`config.mk`:
```
export PLATFORM = sky130hd
export DESIGN_NAME = lsu_mem_adapter
export DESIGN_NICKNAME = d
export VERILOG_FILES = /design/src/rtl/lsu_mem_adapter.sv
export SDC_FILE = /design/constraint.sdc
export NUM_CORES = 1
export LEC_CHECK = 0
export CORE_MARGIN = 2
export CORE_UTILIZATION = 41
export DETAILED_ROUTE_END_ITERATION = 12
export GPL_TIMING_DRIVEN = 0
export HOLD_SLACK_MARGIN = 0.03
export PLACE_DENSITY = 0.76
export SYNTH_ARGS = -nofsm -noshare
export SYNTH_HDL_FRONTEND = slang
export SYNTH_SLANG_ARGS = --single-unit
```
`constraint.sdc`:
```
create_clock -name clk -period 2 [get_ports clk]
set_input_delay 0.6 -clock clk [delete_from_list [all_inputs] [get_ports clk]]
set_output_delay 0.6 -clock clk [all_outputs]
set_load 0.03 [all_outputs]
```
`src/rtl/lsu_mem_adapter.sv`:
```
// lsu_mem_adapter
//   Load/store adapter in front of a word-addressed data memory that has a
//   combinational read and a single-cycle full-word write. It accepts RV32I
//   LB/LH/LW/LBU/LHU/SB/SH/SW requests over valid/ready. Sub-word stores use
//   read-modify-write, and loads are sign- or zero-extended. Each request gets
//   exactly one registered response, with an error flag for illegal,
//   out-of-range or misaligned accesses.
//
//   Build option: define LSU_ALIGN_CHECK_EN to reject misaligned halfword and
//   word accesses. When it is not defined, the low offset bits are masked to
//   natural alignment instead.
//
//   Ports:
//     clk, rst_n              clock, asynchronous active-low reset
//     req_valid / req_ready   request handshake
//     req_we                  1 = store, 0 = load
//     req_funct3              RV32I access size/sign
//     req_addr                byte address
//     req_wdata               store data, right-aligned
//     resp_valid / resp_ready response handshake
//     resp_rdata              load result (0 for stores and errors)
//     resp_err                access rejected
//     mem_we                  memory write enable (one cycle per store)
//     mem_addr                word-aligned byte address to memory
//     mem_wdata               full word to write
//     mem_rdata               combinational read data for mem_addr
module lsu_mem_adapter #(
  parameter int MEM_WORDS  = 2048,
  parameter int ADDR_WIDTH = 32
) (
  input  logic                  clk,
  input  logic                  rst_n,
  input  logic                  req_valid,
  output logic                  req_ready,
  input  logic                  req_we,
  input  logic [2:0]            req_funct3,
  input  logic [ADDR_WIDTH-1:0] req_addr,
  input  logic [31:0]           req_wdata,
  output logic                  resp_valid,
  input  logic                  resp_ready,
  output logic [31:0]           resp_rdata,
  output logic                  resp_err,
  output logic                  mem_we,
  output logic [ADDR_WIDTH-1:0] mem_addr,
  output logic [31:0]           mem_wdata,
  input  logic [31:0]           mem_rdata
);

  typedef enum logic [1:0] {IDLE, READ, WRITE, RESP} state_t;

  localparam int unsigned AW1 = ADDR_WIDTH + 1;
  localparam logic [ADDR_WIDTH:0] MEM_BYTES = AW1'(MEM_WORDS) << 2;

  state_t                state_q, state_d;
  logic [ADDR_WIDTH-1:0] addr_q, addr_d;
  logic [2:0]            funct3_q, funct3_d;
  logic                  we_q, we_d;
  logic [31:0]           wdata_q, wdata_d;   // store data, then the merged word
  logic [31:0]           rdata_q, rdata_d;
  logic                  err_q, err_d;

  logic                  req_illegal, req_oor, req_misal, req_err;
  logic [7:0]            ld_byte;
  logic [15:0]           ld_half;
  logic [31:0]           load_word, merged;

  // Request checks
  always_comb begin
    req_illegal = req_we ? (req_funct3 > 3'd2)
                         : (req_funct3 == 3'd3 || req_funct3 >= 3'd6);
    req_oor     = {1'b0, req_addr} >= MEM_BYTES;
`ifdef LSU_ALIGN_CHECK_EN
    req_misal   = ((req_funct3[1:0] == 2'd1) && req_addr[0]) ||
                  ((req_funct3[1:0] == 2'd2) && (req_addr[1:0] != 2'b00));
`else
    req_misal   = 1'b0;
`endif
    req_err     = req_illegal | req_oor | req_misal;
  end

  // Lane selection uses addr[1:0] for bytes and addr[1] for halfwords only;
  // this gives the alignment masking when the check is disabled.
  always_comb begin
    ld_byte = mem_rdata[{addr_q[1:0], 3'b000} +: 8];
    ld_half = mem_rdata[{addr_q[1], 4'b0000} +: 16];
    case (funct3_q)
      3'd0:    load_word = {{24{ld_byte[7]}}, ld_byte};
      3'd4:    load_word = {24'h0, ld_byte};
      3'd1:    load_word = {{16{ld_half[15]}}, ld_half};
      3'd5:    load_word = {16'h0, ld_half};
      default: load_word = mem_rdata;
    endcase

    merged = mem_rdata;
    if (funct3_q[1:0] == 2'd0)
      merged[{addr_q[1:0], 3'b000} +: 8] = wdata_q[7:0];
    else
      merged[{addr_q[1], 4'b0000} +: 16] = wdata_q[15:0];
  end

  always_comb begin
    state_d  = state_q;
    addr_d   = addr_q;
    funct3_d = funct3_q;
    we_d     = we_q;
    wdata_d  = wdata_q;
    rdata_d  = rdata_q;
    err_d    = err_q;
    case (state_q)
      IDLE: begin
        if (req_valid) begin
          addr_d   = req_addr;
          funct3_d = req_funct3;
          we_d     = req_we;
          wdata_d  = req_wdata;
          rdata_d  = '0;
          err_d    = 1'b0;
          if (req_err) begin
            err_d   = 1'b1;
            state_d = RESP;
          end else if (req_we && req_funct3 == 3'd2) begin
            state_d = WRITE;
          end else begin
            state_d = READ;
          end
        end
      end
      READ: begin
        if (we_q) begin
          wdata_d = merged;
          state_d = WRITE;
        end else begin
          rdata_d = load_word;
          state_d = RESP;
        end
      end
      WRITE: state_d = RESP;
      RESP: begin
        if (resp_ready) begin
          rdata_d = '0;
          err_d   = 1'b0;
          state_d = IDLE;
        end
      end
      default: state_d = IDLE;
    endcase
  end

  always_ff @(posedge clk or negedge rst_n) begin
    if (!rst_n) begin
      state_q  <= IDLE;
      addr_q   <= '0;
      funct3_q <= '0;
      we_q     <= 1'b0;
      wdata_q  <= '0;
      rdata_q  <= '0;
      err_q    <= 1'b0;
    end else begin
      state_q  <= state_d;
      addr_q   <= addr_d;
      funct3_q <= funct3_d;
      we_q     <= we_d;
      wdata_q  <= wdata_d;
      rdata_q  <= rdata_d;
      err_q    <= err_d;
    end
  end

  assign req_ready  = (state_q == IDLE);
  assign resp_valid = (state_q == RESP);
  assign resp_rdata = rdata_q;
  assign resp_err   = err_q;
  assign mem_we     = (state_q == WRITE);
  assign mem_addr   = (state_q == READ || state_q == WRITE) ? {addr_q[ADDR_WIDTH-1:2], 2'b00} : '0;
  assign mem_wdata  = (state_q == WRITE) ? wdata_q : '0;

endmodule

```
==> key figures, run 1 <==
Cells and area
  • Final core utilization: 0.653
  • Total area of sequential cells: 2580 µm²
  • Post-layout instance area: 9030 µm²
  • Area occupied by multi-input gates: 3280 µm²
  • Synthesis-to-layout area growth: 56.6%
  • Nets: 931
  • Layout cell share with drive strength beyond 1: 0.338
  • N_diodes: 0
  • Fillers: 1099

Synth
  • Syn Area/Cell: 9.87 µm²
  • Synthesized cell area: 5770 µm²
  • Fraction of registers with async set/reset: 1.00
  • Library cells used by synthesis: 50
  • Number of synthesized flops with an enable pin: 0
  • Cells after Synth: 584
  • Yosys top cell by area: dfrtp_1
  • Prevailing post-synth register cell: dfrtp_1
  • Top-area cell type share of the netlist area: 0.447
  • Register area share after synthesis: 0.447
  • Yosys warns: 0
  • Synth area leaders: dfrtp_1, mux2_2, and2_1
  • Synthesized flop and latch total: 103

Worst setup path
  • Setup Crit Path Kind: reg2out
  • Slowest CP cell: dfrtp_1
  • Data arrival time of the worst path: 1.58 ns
  • Critical Path Start Type: register
  • Cell family with most CP delay: buffers and inverters
  • R2R setup slack: -0.06 ns
  • Critical Path RT: 1.40 ns
  • CP dominant cell by count: buf_4
  • WP buf/inv: 3
  • Crit. End Element: primary output
  • CP max FO: 9
  • R2R Path Start: state_q[1]
  • Critical path, cell by cell: buf_6 -> ha_4 -> buf_4 -> and2_1 -> buf_4
  • CP max stage delay: 0.42 ns
  • Crit path launch: state_q[1]

Floorplan
  • Die H: 123 µm
  • Site Rows: 43
  • Initial core utilization: 0.417
  • Die area: 15000 µm²
  • Die span in x: 123 µm
  • Ports: 204
  • Core footprint: 13800 µm²

Clock tree
  • H-tree depth: 3
  • Clock Path Buffers: 2
  • CTS sink cnt: 103
  • CTS hold repair buffers: 0
  • CTS tree: yes
  • Clk slew on worst S/H paths: 0.07 ns
  • Clk Latency, worst-skew pair: 0.36 ns
  • CTS root buf: clkbuf_16
  • TritonCTS Buffers: 9

Timing
  • Max Slew Vio Count: 0
  • Final hold vios: 0
  • RSZ-0062 raised after global routing: true
  • Worst slew margin: 0.581
  • Tcrit/Tclk final: 1.09
  • Worst-Margin Slew: 0.629 ns
  • Max Freq: 458 MHz
  • Setup Skew: 0.00838 ns
  • Count of final setup violators: 71
  • Worst Slack Setup Final: -0.184 ns
  • Tmin final: 2.18 ns

Worst hold path
  • Worst hold path type: in2async

GRT
  • Congestion Overflow GR: 0
  • Largest net degree at the start of global routing: 60
  • Vias in the first global route: 5705
  • First-pass GRT wire length: 31.0 mm
  • Total GRT Usage: 0.272
  • Initial antenna violation count: 0

Power
  • Power Density: 1900 nW/µm²
  • Max VDD drop: 0.00121 V
  • Leak: 4.16 nW

Routing
  • DRT Wirelength: 20.7 mm
  • DR pass1 iterations: 5
  • Routed Antenna Nets: 0
  • Per-cell routed wire length: 20.6 µm
  • Via count: 5707
  • Vias per cell: 5.69
  • DRC errors left: 0
  • Starting DRC count in detailed routing: 345

Placement
  • Placed inst area: 8040 µm²
  • RePlAce Congestion: 0.985
  • Hpwl dp: 15.3 mm
  • # port buffers: 201

Run
  • Max-Cap Viols: 0

Status
  • Outcome: finished with violations
  • Violated checks: negative setup slack
## per-layer routing
layer  global-route usage  up-vias  wire (µm)  part of all wire
met2                0.461      314      10200              0.49
met5                    0        -          0                 0
met3               0.0725       49       1860             0.090
met4                0.114        0        686             0.033
met1                0.327     2753       7900              0.38
li1                     -     2591          -                 -
## cell families after synthesis
group | synth area share
AO/OA/AOI/OAI | 0.203
adder cells (fa/ha/maj) | 0.0195
buffers and inverters | 0.0441
flip-flops | 0.447
multiplexers | 0.121
other | 0.000650
AND/OR/NAND/NOR | 0.165
## stage by stage
stage               hold slack (ns)  worst slack [ns]  total power [mW]  TNS [ns]  cells
floorplan                     0.304           0.00117              9.81         0    585
detailed placement            0.477            -0.668              13.3    -74.40    967
CTS                           0.271            -0.185              16.0     -9.64    988
global route                  0.304            -0.272              18.1    -15.19   1003
finish                        0.250            -0.184              17.2     -9.87   1003
global placement              0.467             -3.47              13.1   -424.30    966
## report_power, final
group / internal, mW / leakage [nW] / total, mW / switching (mW)
Clock: 0.856 / 0.129 / 1.71 / 0.852
Sequential: 3.02 / 1.26 / 3.76 / 0.747
Combinational: 5.42 / 2.77 / 11.7 / 6.28
Total: 9.29 / 4.16 / 17.2 / 7.88
## layout by cell type, fill, tap and decap left out, drive strengths merged, types with 2 or more instances in the layout
cell,instances
nor2,49
nor3,4
nor4bb,2
nor2b,2
o21ai,5
and2,63
a221o,16
o31ai,25
nor4,5
ha,9
o22ai,7
or4,2
clkdlybuf4s50,99
buf,110
clkinvlp,3
dlygate4sd2,31
clkbuf,32
a22oi,40
dlymetal6s2s,5
nand3,5
nand2b,3
mux2i,18
clkinv,2
a21oi,57
inv,11
mux2,44
nand2,42
a221oi,8
dfrtp,103
conb,2
## synth_stat cells (2+ instances only)
cell,instances
o31ai_1,23
buf_1,3
nor3_1,4
clkbuf_1,32
a221oi_1,8
nor4bb_1,2
nand2b_1,3
buf_2,5
nor2b_1,2
o22ai_1,7
a221o_1,16
nand2_1,42
inv_1,9
mux2i_1,18
or4_1,2
a22oi_1,40
nor4_1,5
buf_4,4
dfrtp_1,103
mux2_2,44
and2_1,63
ha_1,9
nand3_1,4
buf_6,3
a21oi_1,57
o31ai_2,2
o21ai_0,4
nor2_1,48
## what timing repair did
item / CTS / global route
buffers inserted: 4 / 15
setup endpoints to repair: 183 / 132
pin swaps: 6 / 16
gates cloned: 2 / 1
gates resized for setup: 560 / 106
## area by class of cell
class                           instances  area share
Timing Repair Buffer                  224       0.249
Multi-Input combinational cell        426       0.363
Buffer                                 45      0.0412
Tap cell                              180      0.0249
Inverter                                9     0.00540
Sequential cell                       103       0.286
Clock buffer                            9      0.0249
Clock inverter                          7     0.00596
## path summary, 6_finish.rpt
path,endpoint,cells after the start
worst min-delay path,wdata_q[19],1
worst max-delay path,mem_wdata[15],5
min in group clk,resp_rdata[2],2
max in group asynchronous,addr_q[26],2
worst min register to register,resp_rdata[2],2
worst max register to register,wdata_q[11],7
## state kept, by name, summed over array words and instances, names as in the netlist
name        cells
resp_err        1
state_q         2
funct3_q        3
we_q            1
resp_rdata     32
addr_q         32
wdata_q        32
Note: power is estimated with default switching activity, not from simulation.
==> inputs of run 2 (changes only) <==
Settings changed: CORE_UTILIZATION 41 to 52, DONT_BUFFER_PORTS set to 1, PLACE_DENSITY 0.76 to 0.69.
==> run 2 against run 1 <==
Clock power is 19% lower. Largest power group unchanged. Sequential share of layout area is 8.0 points higher. Non-clock buffer count is 198 lower. Fmax is 0.87% lower. Total power is 9.8% lower. Combinational power is 15% lower. The flow finishes with violations (negative hold slack, negative setup slack). Global-route usage is 3.7 points higher. Critical endpoint is now mem_wdata[0]. First-iteration DRC count is 14% higher. Highest routed layer unchanged. Routed wire length is 9.3% lower. Design area is 22% lower. Core utilization is 0.17 points lower.
==> key figures, run 2 (same netlist as run 1, synthesis figures left out) <==
Worst setup path
  • WP buf/inv: 2 (-1)
  • Setup Crit Path Kind: reg2out
  • R2R setup slack: -0.03 ns (+0.03 ns)
  • CP max FO: 7 (-2)
  • Crit path launch: state_q[0]
  • Critical path, cell by cell: inv_2 -> ha_4 -> buf_4 -> and2_4
  • Cell depth of the worst flop-to-flop path: 6 (-1)
  • Worst setup path end: mem_wdata[0]
  • CP Depth: 4 (-1)
  • Reg-to-Reg End: wdata_q[8]
  • Crit. End Element: primary output
  • R2R Path Start: state_q[0]
  • CP max stage delay: 0.41 ns (about the same)
  • Critical Path RT: 1.40 ns (about the same)
  • Slowest CP cell: dfrtp_1
  • Cell family with most CP delay: flip-flops
  • Critical Path Start Type: register
  • Data arrival time of the worst path: 1.60 ns (+0.02 ns)

Timing
  • Max Slew Vio Count: 0 (unchanged)
  • Final hold vios: 103 (+103)
  • Max Freq: 454 MHz (-0.87%)
  • Tmin final: 2.20 ns (+0.0191 ns)
  • Final hold slack: -0.100 ns (-0.350 ns)
  • Worst-Margin Slew: 0.588 ns (-0.0404 ns)
  • Setup Skew: 0.0130 ns (+0.00458 ns)
  • Worst slew margin: 0.608 (+0.0270)
  • Count of final setup violators: 66 (-7.0%)
  • Tcrit/Tclk final: 1.10 (+0.00955)
  • RSZ-0062 raised after global routing: true
  • Worst Slack Setup Final: -0.203 ns (-0.0191 ns)

Cells and area
  • Synthesis-to-layout area growth: 22.5%
  • Layout cell share with drive strength beyond 1: 0.394 (+0.0558)
  • Nets: 733 (-21%)
  • Post-layout instance area: 7060 µm² (-22%)
  • Commonest non-fill, non-tap cell in the layout: dfrtp_1
  • Most frequent cells in the layout: dfrtp_1, and2_4, a21oi_1, nor2_1, mux2_2
  • N_diodes: 0 (unchanged)

Power
  • Leak: 3.10 nW (-25%)
  • Pwr Total: 15.5 mW (-9.8%)
  • Power Density: 2190 nW/µm² (+15%)
  • Max VDD drop: 0.00142 V (+17%)

Clock tree
  • TritonCTS Buffers: 9 (unchanged)
  • CTS root buf: clkbuf_8
  • CTS tree: yes
  • Clk slew on worst S/H paths: 0.11 ns (+0.04 ns)
  • Clk Latency, worst-skew pair: 0.38 ns (+0.02 ns)
  • Clock Path Buffers: 2 (unchanged)
  • CTS sink cnt: 103 (unchanged)
  • H-tree depth: 3 (unchanged)

Routing
  • Via count: 4964 (-13%)
  • Per-cell routed wire length: 24.5 µm (+19%)
  • Starting DRC count in detailed routing: 394 (+14%)
  • DRT Wirelength: 18.8 mm (-9.3%)
  • Met3 Wirelength: 1.93 mm (+3.7%)
  • Vias per cell: 6.49 (+14%)
  • DR pass1 iterations: 5 (unchanged)
  • DR WL met2: 9.32 mm (-8.8%)
  • DRC errors left: 0 (unchanged)
  • Uppermost layer routed: met4
  • Wl on met1: 7.02 mm (-11%)
  • Routed Antenna Nets: 0 (unchanged)

Status
  • Violated checks: negative hold slack, negative setup slack
  • Outcome: finished with violations

Floorplan
  • Die H: 109 µm (-11%)
  • Initial core utilization: 0.532 (+0.115)
  • Core footprint: 10800 µm² (-22%)
  • Site Rows: 38 (-12%)
  • Die span in x: 109 µm (-11%)
  • Die area: 11900 µm² (-21%)
  • Ports: 204 (unchanged)

GRT
  • Total GRT Usage: 0.309 (+0.0369)
  • Initial antenna violation count: 0 (unchanged)
  • Largest net degree at the start of global routing: 104 (+73%)
  • Congestion Overflow GR: 0 (unchanged)
  • Vias in the first global route: 4817 (-16%)
  • First-pass GRT wire length: 27.2 mm (-12%)

Placement
  • RePlAce Congestion: 0.942 (-4.4%)
  • Hpwl dp: 13.6 mm (-11%)
  • Placed inst area: 5960 µm² (-26%)
  • # port buffers: 0 (-100%)

Worst hold path
  • Worst hold path type: in2async

Run
  • Max-Cap Viols: 0 (unchanged)
-- run 2: cell types whose count changed in the layout (fill, tap and decap cells not counted), sizes merged --
| cell | before | now |
|---|---|---|
| clkdlybuf4s50 | 99 | 0 |
| clkinv | 2 | 4 |
| clkbuf | 32 | 33 |
| clkinvlp | 3 | 1 |
| buf | 110 | 48 |
| dlymetal6s2s | 5 | 0 |
| clkdlybuf4s15 | 1 | 0 |
| inv | 11 | 9 |
| dlygate4sd2 | 31 | 0 |
| bufinv | 0 | 1 |
-- run 2: stage by stage --
stage | cells | setup TNS (ns) | utilization | setup WS (ns)
after CTS | 755 | -9.53 | 0.620 | -0.170
after global placement | 725 | -27.28 | 0.550 | -0.360
after floorplan | 585 | 0 | - | 0.00117
after detailed placement | 725 | -34.05 | 0.550 | -0.435
after global routing | 765 | -13.68 | 0.651 | -0.245
final | 765 | -10.28 | 0.651 | -0.203
-- run 2: how the worst min path moves through the flow --
stage	start	end	slack [ns]	cells after the start
floorplan	rst_n	addr_q[0]	0.30	0
detailed placement	rst_n	wdata_q[15]	0.31	0
CTS	rst_n	addr_q[15]	-0.12	0
finish	rst_n	wdata_q[15]	-0.10	0
global placement	rst_n	wdata_q[14]	0.31	0
global route	rst_n	wdata_q[15]	-0.13	0
-- run 2: power by group --
| group | total (mW) | internal, mW | switching [mW] |
|---|---|---|---|
| Sequential | 4.17 | 3.01 | 1.16 |
| Combinational | 9.94 | 4.28 | 5.65 |
| Clock | 1.38 | 0.622 | 0.758 |
| Total | 15.5 | 7.91 | 7.57 |
-- run 2: repair_timing --
item	in CTS	in global routing
gates resized for setup	203	72
pin swaps	10	21
gates cloned	4	3
endpoints found under the hold margin	103	103
setup buffers	13	8
setup endpoints to repair	156	117
-- run 2: worst reg2reg max path: stages, from the launching register on --
cell	delay (ns)
dfrtp_1	0.41
buf_4	0.17
ha_4	0.17
and2b_4	0.20
a2111o_1	0.54
buf_6	0.21
o31ai_4	0.23
-- run 2: area by class of cell --
cell class / instances / area, µm²
Buffer: 44 / 379
Clock buffer: 10 / 138
Clock inverter: 6 / 68.8
Fill cell: 881 / 3780
Inverter: 9 / 45.0
Multi-Input combinational cell: 426 / 3430
Sequential cell: 103 / 2580
Tap cell: 140 / 175
Timing Repair Buffer: 27 / 243
-- run 2: layer usage --
| metal | global-route usage | up-vias |
|---|---|---|
| li1 | - | 2198 |
| met1 | 0.371 | 2452 |
| met2 | 0.516 | 276 |
| met3 | 0.106 | 38 |
| met4 | 0.113 | 0 |
| met5 | 0 | - |
